`src/rtl/alu_trace_pkg.sv`:
```
// rtl/alu_trace_pkg.sv - shared types and MISR taps for the ALU trace buffer
package alu_trace_pkg;

    typedef enum logic [1:0] {
        ST_IDLE    = 2'd0,
        ST_CAPTURE = 2'd1,
        ST_HOLD    = 2'd2
    } trace_state_e;

    // One captured ALU operation at the default 16-bit width; rd_data uses this field order
    typedef struct packed {
        logic [1:0]  s;
        logic [15:0] a;
        logic [15:0] b;
        logic [15:0] o;
    } trace_entry_t;

    // MISR feedback taps: three counted down from the MSB, one absolute low bit
    localparam int MISR_TAP_TOP_0 = 0;
    localparam int MISR_TAP_TOP_1 = 1;
    localparam int MISR_TAP_TOP_2 = 3;
    localparam int MISR_TAP_LOW   = 3;

endpackage

```
`src/rtl/trace_ram.sv`:
```
// rtl/trace_ram.sv - DEPTH x DW trace storage, one write port, registered read port
module trace_ram #(
    parameter int DEPTH = 8,
    parameter int DW    = 50
) (
    input  logic                     clk,
    input  logic                     rst,
    input  logic                     we,
    input  logic [$clog2(DEPTH)-1:0] waddr,
    input  logic [DW-1:0]            wdata,
    input  logic                     re,
    input  logic [$clog2(DEPTH)-1:0] raddr,
    output logic [DW-1:0]            rdata
);

    logic [DW-1:0] mem [DEPTH];

    // Array write; contents need no reset because count gates every read
    always_ff @(posedge clk) begin
        if (we) begin
            mem[waddr] <= wdata;
        end
    end

    // Registered read; the output clears on reset and holds between reads
    always_ff @(posedge clk) begin
        if (rst) begin
            rdata <= '0;
        end else if (re) begin
            rdata <= mem[raddr];
        end
    end

endmodule

```
`src/rtl/alu_trace_buffer.sv`:
```
// rtl/alu_trace_buffer.sv - circular ALU trace buffer; optional MISR via ALU_TRACE_MISR_EN
module alu_trace_buffer
    import alu_trace_pkg::*;
#(
    parameter int DEPTH = 8,
    parameter int W     = 16
) (
    input  logic                   clk,
    input  logic                   rst,
    input  logic                   cap_valid,
    input  logic [W-1:0]           cap_a,
    input  logic [W-1:0]           cap_b,
    input  logic [1:0]             cap_s,
    input  logic [W-1:0]           cap_o,
    input  logic                   arm,
    input  logic                   stop,
    input  logic                   wrap,
    input  logic                   rd_req,
    output logic                   rd_valid,
    output logic [3*W+1:0]         rd_data,
    output logic [$clog2(DEPTH):0] count,
    output logic                   full,
    output logic                   empty,
    output logic                   overflow,
    output logic                   capturing,
    output logic [W-1:0]           sig
);

    localparam int AW = $clog2(DEPTH);
    localparam int CW = AW + 1;
    localparam logic [CW-1:0] FULL_COUNT = CW'(DEPTH);

    trace_state_e  state_q, state_d;
    logic [AW-1:0] wr_ptr, rd_ptr;
    logic [CW-1:0] count_d;
    logic          wrap_q;
    logic          do_clear, do_write, do_read, do_overwrite;

    // State register
    always_ff @(posedge clk) begin
        if (rst) begin
            state_q <= ST_IDLE;
        end else begin
            state_q <= state_d;
        end
    end

    // Next state and per-cycle actions; arm wins over rd_req in HOLD
    always_comb begin
        state_d      = state_q;
        count_d      = count;
        do_clear     = 1'b0;
        do_write     = 1'b0;
        do_read      = 1'b0;
        do_overwrite = 1'b0;
        unique case (state_q)
            ST_IDLE: begin
                if (arm) begin
                    do_clear = 1'b1;
                    count_d  = '0;
                    state_d  = ST_CAPTURE;
                end
            end
            ST_CAPTURE: begin
                if (cap_valid) begin
                    do_write = 1'b1;
                    if (count == FULL_COUNT) begin
                        do_overwrite = 1'b1;
                    end else begin
                        count_d = count + 1'b1;
                        if ((count == FULL_COUNT - 1'b1) && !wrap_q) begin
                            state_d = ST_HOLD;
                        end
                    end
                end
                if (stop) begin
                    state_d = ST_HOLD;
                end
            end
            ST_HOLD: begin
                if (arm) begin
                    do_clear = 1'b1;
                    count_d  = '0;
                    state_d  = ST_CAPTURE;
                end else if (rd_req && !empty) begin
                    do_read = 1'b1;
                    count_d = count - 1'b1;
                    if (count == CW'(1)) begin
                        state_d = ST_IDLE;
                    end
                end
            end
            default: state_d = ST_IDLE;
        endcase
    end

    // Pointers, occupancy, flags and read strobe
    always_ff @(posedge clk) begin
        if (rst) begin
            wr_ptr    <= '0;
            rd_ptr    <= '0;
            count     <= '0;
            wrap_q    <= 1'b0;
            overflow  <= 1'b0;
            rd_valid  <= 1'b0;
            full      <= 1'b0;
            empty     <= 1'b1;
            capturing <= 1'b0;
        end else begin
            count     <= count_d;
            full      <= (count_d == FULL_COUNT);
            empty     <= (count_d == '0);
            capturing <= (state_d == ST_CAPTURE);
            rd_valid  <= do_read;
            if (do_clear) begin
                wr_ptr   <= '0;
                rd_ptr   <= '0;
                overflow <= 1'b0;
                wrap_q   <= wrap;
            end else begin
                if (do_write) begin
                    wr_ptr <= wr_ptr + 1'b1;
                end
                if (do_overwrite || do_read) begin
                    rd_ptr <= rd_ptr + 1'b1;
                end
                if (do_overwrite) begin
                    overflow <= 1'b1;
                end
            end
        end
    end

`ifdef ALU_TRACE_MISR_EN
    logic misr_fb;

    assign misr_fb = sig[W-1-MISR_TAP_TOP_0] ^ sig[W-1-MISR_TAP_TOP_1]
                   ^ sig[W-1-MISR_TAP_TOP_2] ^ sig[MISR_TAP_LOW];

    // MISR folds each captured result into the running signature
    always_ff @(posedge clk) begin
        if (rst || do_clear) begin
            sig <= '0;
        end else if (do_write) begin
            sig <= {sig[W-2:0], misr_fb} ^ cap_o;
        end
    end
`else
    assign sig = '0;
`endif

    trace_ram #(
        .DEPTH (DEPTH),
        .DW    (3*W+2)
    ) u_ram (
        .clk   (clk),
        .rst   (rst),
        .we    (do_write),
        .waddr (wr_ptr),
        .wdata ({cap_s, cap_a, cap_b, cap_o}),
        .re    (do_read),
        .raddr (rd_ptr),
        .rdata (rd_data)
    );

endmodule

```
`config.mk`:
```
export PLATFORM = sky130hd
export DESIGN_NAME = alu_trace_buffer
export DESIGN_NICKNAME = d
export VERILOG_FILES = /design/src/rtl/alu_trace_pkg.sv /design/src/rtl/trace_ram.sv /design/src/rtl/alu_trace_buffer.sv
export SDC_FILE = /design/constraint.sdc
export NUM_CORES = 1
export LEC_CHECK = 0
export ABC_CLOCK_PERIOD_IN_PS = 7350
export BUFFER_PORTS_ARGS = -buffer_cell sky130_fd_sc_hd__buf_2
export CAP_MARGIN = 25
export CORE_ASPECT_RATIO = 0.9
export CORE_UTILIZATION = 50
export DETAILED_ROUTE_END_ITERATION = 10
export GPL_ROUTABILITY_DRIVEN = 0
export GPL_TIMING_DRIVEN = 1
export PLACE_DENSITY_LB_ADDON = 0.1
export SETUP_SLACK_MARGIN = 0.1
export SLEW_MARGIN = 30
export SYNTH_ARGS = -nofsm -noshare
export SYNTH_HDL_FRONTEND = slang
export SYNTH_HIERARCHICAL = 1
export SYNTH_SLANG_ARGS = --single-unit
```
`constraint.sdc`:
```
create_clock -name clk -period 7.35 [get_ports clk]
set_input_delay 1.47 -clock clk [delete_from_list [all_inputs] [get_ports clk]]
set_output_delay 1.47 -clock clk [all_outputs]
set_load 0.1 [all_outputs]
```
* After elaboration in Yosys (flattened, before gate mapping)
Memories as Yosys holds them, arrays and structs flattened. A register that Yosys moved wholly into a read port is not among the register bits.
Index checks and enable logic that the tools add are counted.
** Operators by class
- Multiplexer cells :: 27
- Reduce and logical (&&, ||, !) cells :: 9
- $add $sub $neg :: 4
- Equal/unequal tests :: 7
** Operators with widths (number)
- 4-bit 2-to-1 mux :: 5
- 2-bit 2-to-1 mux :: 8
- 1-bit 2-to-1 mux :: 12
- 4-bit one-hot mux with 3 select lines :: 1
- 4-bit == test, second input constant :: 2
- 3-bit by 1-bit adder with 3-bit output, second input constant :: 2
- 2-bit one-hot mux with 3 select lines :: 1
- 4-bit by 1-bit adder with 4-bit output, second input constant :: 1
- 2-bit by 1-bit == test with 1-bit output, second input constant :: 2
- 4-bit by 1-bit == test with 1-bit output, second input constant :: 1
- 4-bit by 3-bit == test with 1-bit output, second input constant :: 1
- 4-bit zero test :: 1
- 2-bit OR reduction :: 2
- 4-bit by 1-bit subtractor with 4-bit output, second input constant :: 1
- 2-bit == test, second input constant :: 1
- 1-bit logical AND :: 2
- 1-bit zero test :: 2
- 2-bit zero test :: 1
- 1-bit logical OR :: 1
** Word-level totals
- Memory bits (writable) :: 400
- Input port bits :: 57
- Word-level logic and storage cells :: 58
- Register bits after elaboration :: 18
- Memories kept :: 1
- Output and inout port bits :: 75
** Memories
- u_ram.mem :: depth 8, width 50, rd ports 1, clocked after memory_dff 1, write ports 1, RTL line trace_ram.sv:16 : logic [DW-1:0] mem [DEPTH];

* Longest topological paths before layout
- Depth after elaboration :: 8
- Mapped depth :: 7
- Mapped depth without buffers :: 6

* By module
The synthesis kept the hierarchy.
** By module, submodules not included
- trace_ram :: times used 1, seq. area each 13012.5 µm², area each 17077.6 µm², cells each 928
- alu_trace_buffer :: times used 1, seq. area each 360.3 µm², area each 1103.6 µm², cells each 123

* Least setup slack after synthesis
Ideal clock, no wire load.
- Kind :: in2reg
- Start :: input port cap_valid
- End :: memory u_ram.mem[0][0], enable pin
- Arrival :: 5.173 ns
- Stages :: 4
- Path buffers :: 0
- Path slack :: 1.658 ns
- Setup time :: 0.519 ns
- Data required time :: 6.831 ns
- Cell sequence :: nand3b_4 inv_4 nand2b_1 nor3_1
** Between the ends
- Word-level cells in the longest chain between the ends :: 4
** Ends and longest elaborated chain
- start: declaration :: RTL line alu_trace_buffer.sv:10 : input logic cap_valid,
- 1-bit 2-to-1 mux :: RTL line alu_trace_buffer.sv:65 : if (cap_valid) begin
- 1-bit 2-to-1 mux :: RTL line alu_trace_buffer.sv:56 : unique case (state_q)
- via do_write :: RTL line alu_trace_buffer.sv:37 : logic do_clear, do_write, do_read, do_overwrite;
- 1-bit 2-to-1 mux :: RTL line trace_ram.sv:20 : if (we) begin
- 1-bit 2-to-1 mux (not written as such) :: RTL line trace_ram.sv:21 : mem[waddr] <= wdata;
- end: declaration :: RTL line trace_ram.sv:16
The timed path passes the listed nets, and every way through them passes these cells.

* Worst setup path in the final report
- Start :: input port arm
- End :: register u_ram.rdata[40], read port of u_ram.mem
** Between the ends
- Word-level cells in the longest chain between the ends :: 2
** Ends and longest elaborated chain
- start: declaration :: RTL line alu_trace_buffer.sv:15 : input logic arm,
- 1-bit 2-to-1 mux :: RTL line alu_trace_buffer.sv:81 : if (arm) begin
- 1-bit 2-to-1 mux :: RTL line alu_trace_buffer.sv:56
- via do_read :: RTL line alu_trace_buffer.sv:37
- end: declaration :: RTL line trace_ram.sv:13 : output logic [DW-1:0] rdata
The timed path passes the listed nets, and every way through them passes these cells.
A chain may end at the register's enable or synchronous reset.

==> impl_metrics.ini <==
[setup_path]
r2r_cells = 6
rr_endpoint = u_ram/rdata[40]
r2r_start = state_q[0]
worstSetupEndpointType = flip-flop
cp_max_fo = 54
critPathKind = in2reg
cp.required_ps = 7800
worstSetupStartpointType = input port
critPathArrivalTime_ps = 3740
rrSetupSlack_ps = 4590

[timing]
drv_slew = 0
tns_ps = 0
fin_crit_ps = 3292
post-route-period-util_pct = 44.79
finalHoldViolCount = 0
worst_pin_slew_ps = 932.8
rsz0062_at_grt = no
final-setup-viol-count = 0
max_freq_ghz = 0.3038
worst_slack_ps = 4058
relSlewSlack_pct = 37.81
worst_hold_slack_ps = 483.8
finalClockSkew_ps = 19.85

[yosys]
yosysUniqueCellTypes = 54
synth_edf_count = 400
synth_fa_ha_area_share_pct = 0.3441
synth_mux_area_share_pct = 11.81
yosys_most_used_dff = edfxtp_1
yosys.area_share.simple_pct = 3.056
synth_compound_area_share_pct = 8.272
syn_inst = 1051
synth_top_family_by_area = multiplexers
async_flop_share_pct = 0
ys_ff_latch = 468
syn_avg_cell_area_um2 = 17.30
yosysWarnings = 6
synthXorXnorAreaFrac_pct = 0.1445
synthesis.area_um2 = 18180
yosysSeqAreaShare_pct = 73.55

[place]
dp_hpwl_um = 18210
dpl_cell_area_um2 = 19150
dp_slack_ps = 3516
port_buffers = 115

[power]
seq_power_share_pct = 55.0
vdd_drop_max_mv = 0.1827
leakagePower_nw = 6.706
pwr_density_cell_nw_per_um2 = 255.8
p_switching_mw = 1.052
p_int_mw = 4.217
swShare_pct = 19.96
p_clk_share_pct = 42.3
p_comb_share_pct = 2.7

[floorplan]
die_x_um = 203.0
ios = 132
rows = 65
initial_core_util_pct = 51.27
fp.dieH_um = 182.9
design.core.area_um2 = 35460
die_area_um2 = 37130

[final_layout]
fin_nets = 1230
register_area_um2 = 13380
final_area_um2 = 20600
multi_input_area_um2 = 4431
post-route-util_pct = 58.09
nFillCells = 2781
drive_gt1_share_pct = 21.91
area_delta_synth_final_pct = 13.29

[routing]
vias_per_cell = 5.555
drc = 0
wl_per_cell_um = 21.27
drtAntennaViolNets = 0
vias = 9305
wl_um = 35620
drt-initial-drc-count = 520
dr.pass1.iters = 4

[clocking]
cts_tree = yes
cts-resized-gates = 0
path_clk_slew_ps = 60
cts_setup_buffers = 0
htreeDepth = 2
cts.path.max_buffers = 3
clkSinkCount = 468
clockRootBuffer = clkbuf_16
ctsHoldBuffers = 0
clock_latency_ps = 550
cts_buffers = 46

[min_path]
worstHoldEndpoint = u_ram/rdata[28]
min_from = u_ram/rdata[28]
hp-class = reg2reg
hold_depth = 2

[global_routing]
grt_first_pass_wirelength_um = 54320
grt_pass1_vias = 9079
grt_use_total_pct = 19.43
grt_remaining_overflow = 0
grt_max_degree = 58
antenna_found_initial = 3

[status]
status = completed

[flow_run]
maxCapViolCount = 0
flip-flops by register name, indices dropped and copies added, names as in the netlist:
register     flops
capturing        1
count            4
empty            1
full             1
overflow         1
rd_ptr           3
rd_valid         1
state_q          2
u_ram/mem      400
u_ram/rdata     50
wr_ptr           3
wrap_q           1
critical path, cell delays in order:
cell and delay [ps]:
buf_2 120, nor2_1 370, nand2_1 240, inv_4 490
buf_4 630, nor2_1 120, a211oi_1 260
cell usage in the layout, fill, tap and decap left out, types with 16 or more instances in the layout:
cell	count
buf_2	115
nor2_1	64
mux2_1	81
o22ai_1	29
clkbuf_16	49
a221o_1	29
o221ai_1	23
a211oi_1	21
mux2_2	19
conb_1	16
mux2i_1	102
a211oi_2	29
buf_4	17
edfxtp_1	400
dfxtp_1	67
a22oi_1	22
worst max path at each step:
stage	start	end	slack, ps	cells past startpoint
2_1_floorplan	cap_valid	u_ram/mem[0][0]	1660	4
3_3_place_gp	arm	u_ram/rdata[21]	3620	7
3_5_place_dp	arm	u_ram/rdata[4]	3520	7
4_1_cts	arm	u_ram/rdata[9]	4090	7
5_1_grt	arm	u_ram/rdata[2]	3840	7
6_report	arm	u_ram/rdata[40]	4060	7
final cells by class:
| class | instances | area share (%) |
|---|---|---|
| Antenna cell | 1 | 0.01215 |
| Sequential cell | 468 | 64.94 |
| Timing Repair Buffer | 133 | 3.511 |
| Clock buffer | 62 | 6.239 |
| Tap cell | 469 | 2.849 |
| Multi-Input combinational cell | 511 | 21.51 |
| Inverter | 8 | 0.1701 |
| Clock inverter | 23 | 0.7654 |
cells by family (layout without fill, tap and decap cells):
group | Yosys count | count (layout)
flops | 468 | 468
mux | 202 | 202
compound gates | 173 | 173
simple gates | 112 | 112
buf+inv | 87 | 226
fa+ha+maj | 5 | 5
xor+xnor | 3 | 3
other cells | 1 | 17
per-layer routing:
layer  global-route usage, %  up-vias  routed length [um]
li1                        -     4387                   -
met1                   27.18     4662               16490
met2                   31.60      191               16960
met3                   3.554       59                1539
met4                   4.782        6                 595
met5                       0        -                  35
synthesized netlist by cell type (2+ instances only):
library cell | count | area share (%)
nand4_1 | 2 | 0.069
and2_1 | 4 | 0.14
o2bb2ai_1 | 2 | 0.096
a211oi_1 | 21 | 0.87
o21ai_0 | 2 | 0.055
or3_1 | 3 | 0.10
a221o_1 | 29 | 1.6
a211oi_2 | 29 | 2.0
mux2_1 | 81 | 5.0
a31oi_1 | 2 | 0.069
ha_1 | 5 | 0.34
and3b_1 | 2 | 0.096
nor2_1 | 71 | 1.5
buf_6 | 11 | 0.68
nand2b_1 | 7 | 0.24
xnor2_1 | 2 | 0.096
buf_2 | 5 | 0.14
buf_1 | 6 | 0.12
nand3b_1 | 2 | 0.083
nor3_1 | 3 | 0.083
inv_1 | 7 | 0.14
nand3_1 | 2 | 0.055
o22ai_1 | 29 | 1.0
a21oi_1 | 3 | 0.083
o21ai_1 | 2 | 0.055
o2111ai_1 | 2 | 0.096
o221ai_1 | 23 | 1.1
nand2_1 | 7 | 0.14
a22oi_1 | 22 | 0.91
dfxtp_1 | 68 | 7.5
buf_4 | 24 | 0.99
clkbuf_1 | 32 | 0.66
mux2i_1 | 102 | 5.6
mux2_2 | 19 | 1.2
or4_1 | 2 | 0.083
edfxtp_1 | 400 | 66
per-stage QoR:
| step | power [mW] | std cells |
|---|---|---|
| global route | 5.438 | 1674 |
| finish | 5.269 | 1675 |
| CTS | 5.325 | 1674 |
| global placement | 3.095 | 1588 |
| detailed placement | 3.098 | 1589 |
| floorplan | 3.048 | 1066 |
power groups by stage:
stage	Clock, mW	Sequential (mW)	Combinational, mW
finish	2.23	2.90	0.141
CTS	2.28	2.90	0.143
floorplan	0	2.97	0.0808
global placement	0	2.96	0.140
global route	2.39	2.90	0.152
detailed placement	0	2.96	0.142
Power figures use the tool's default switching activity.
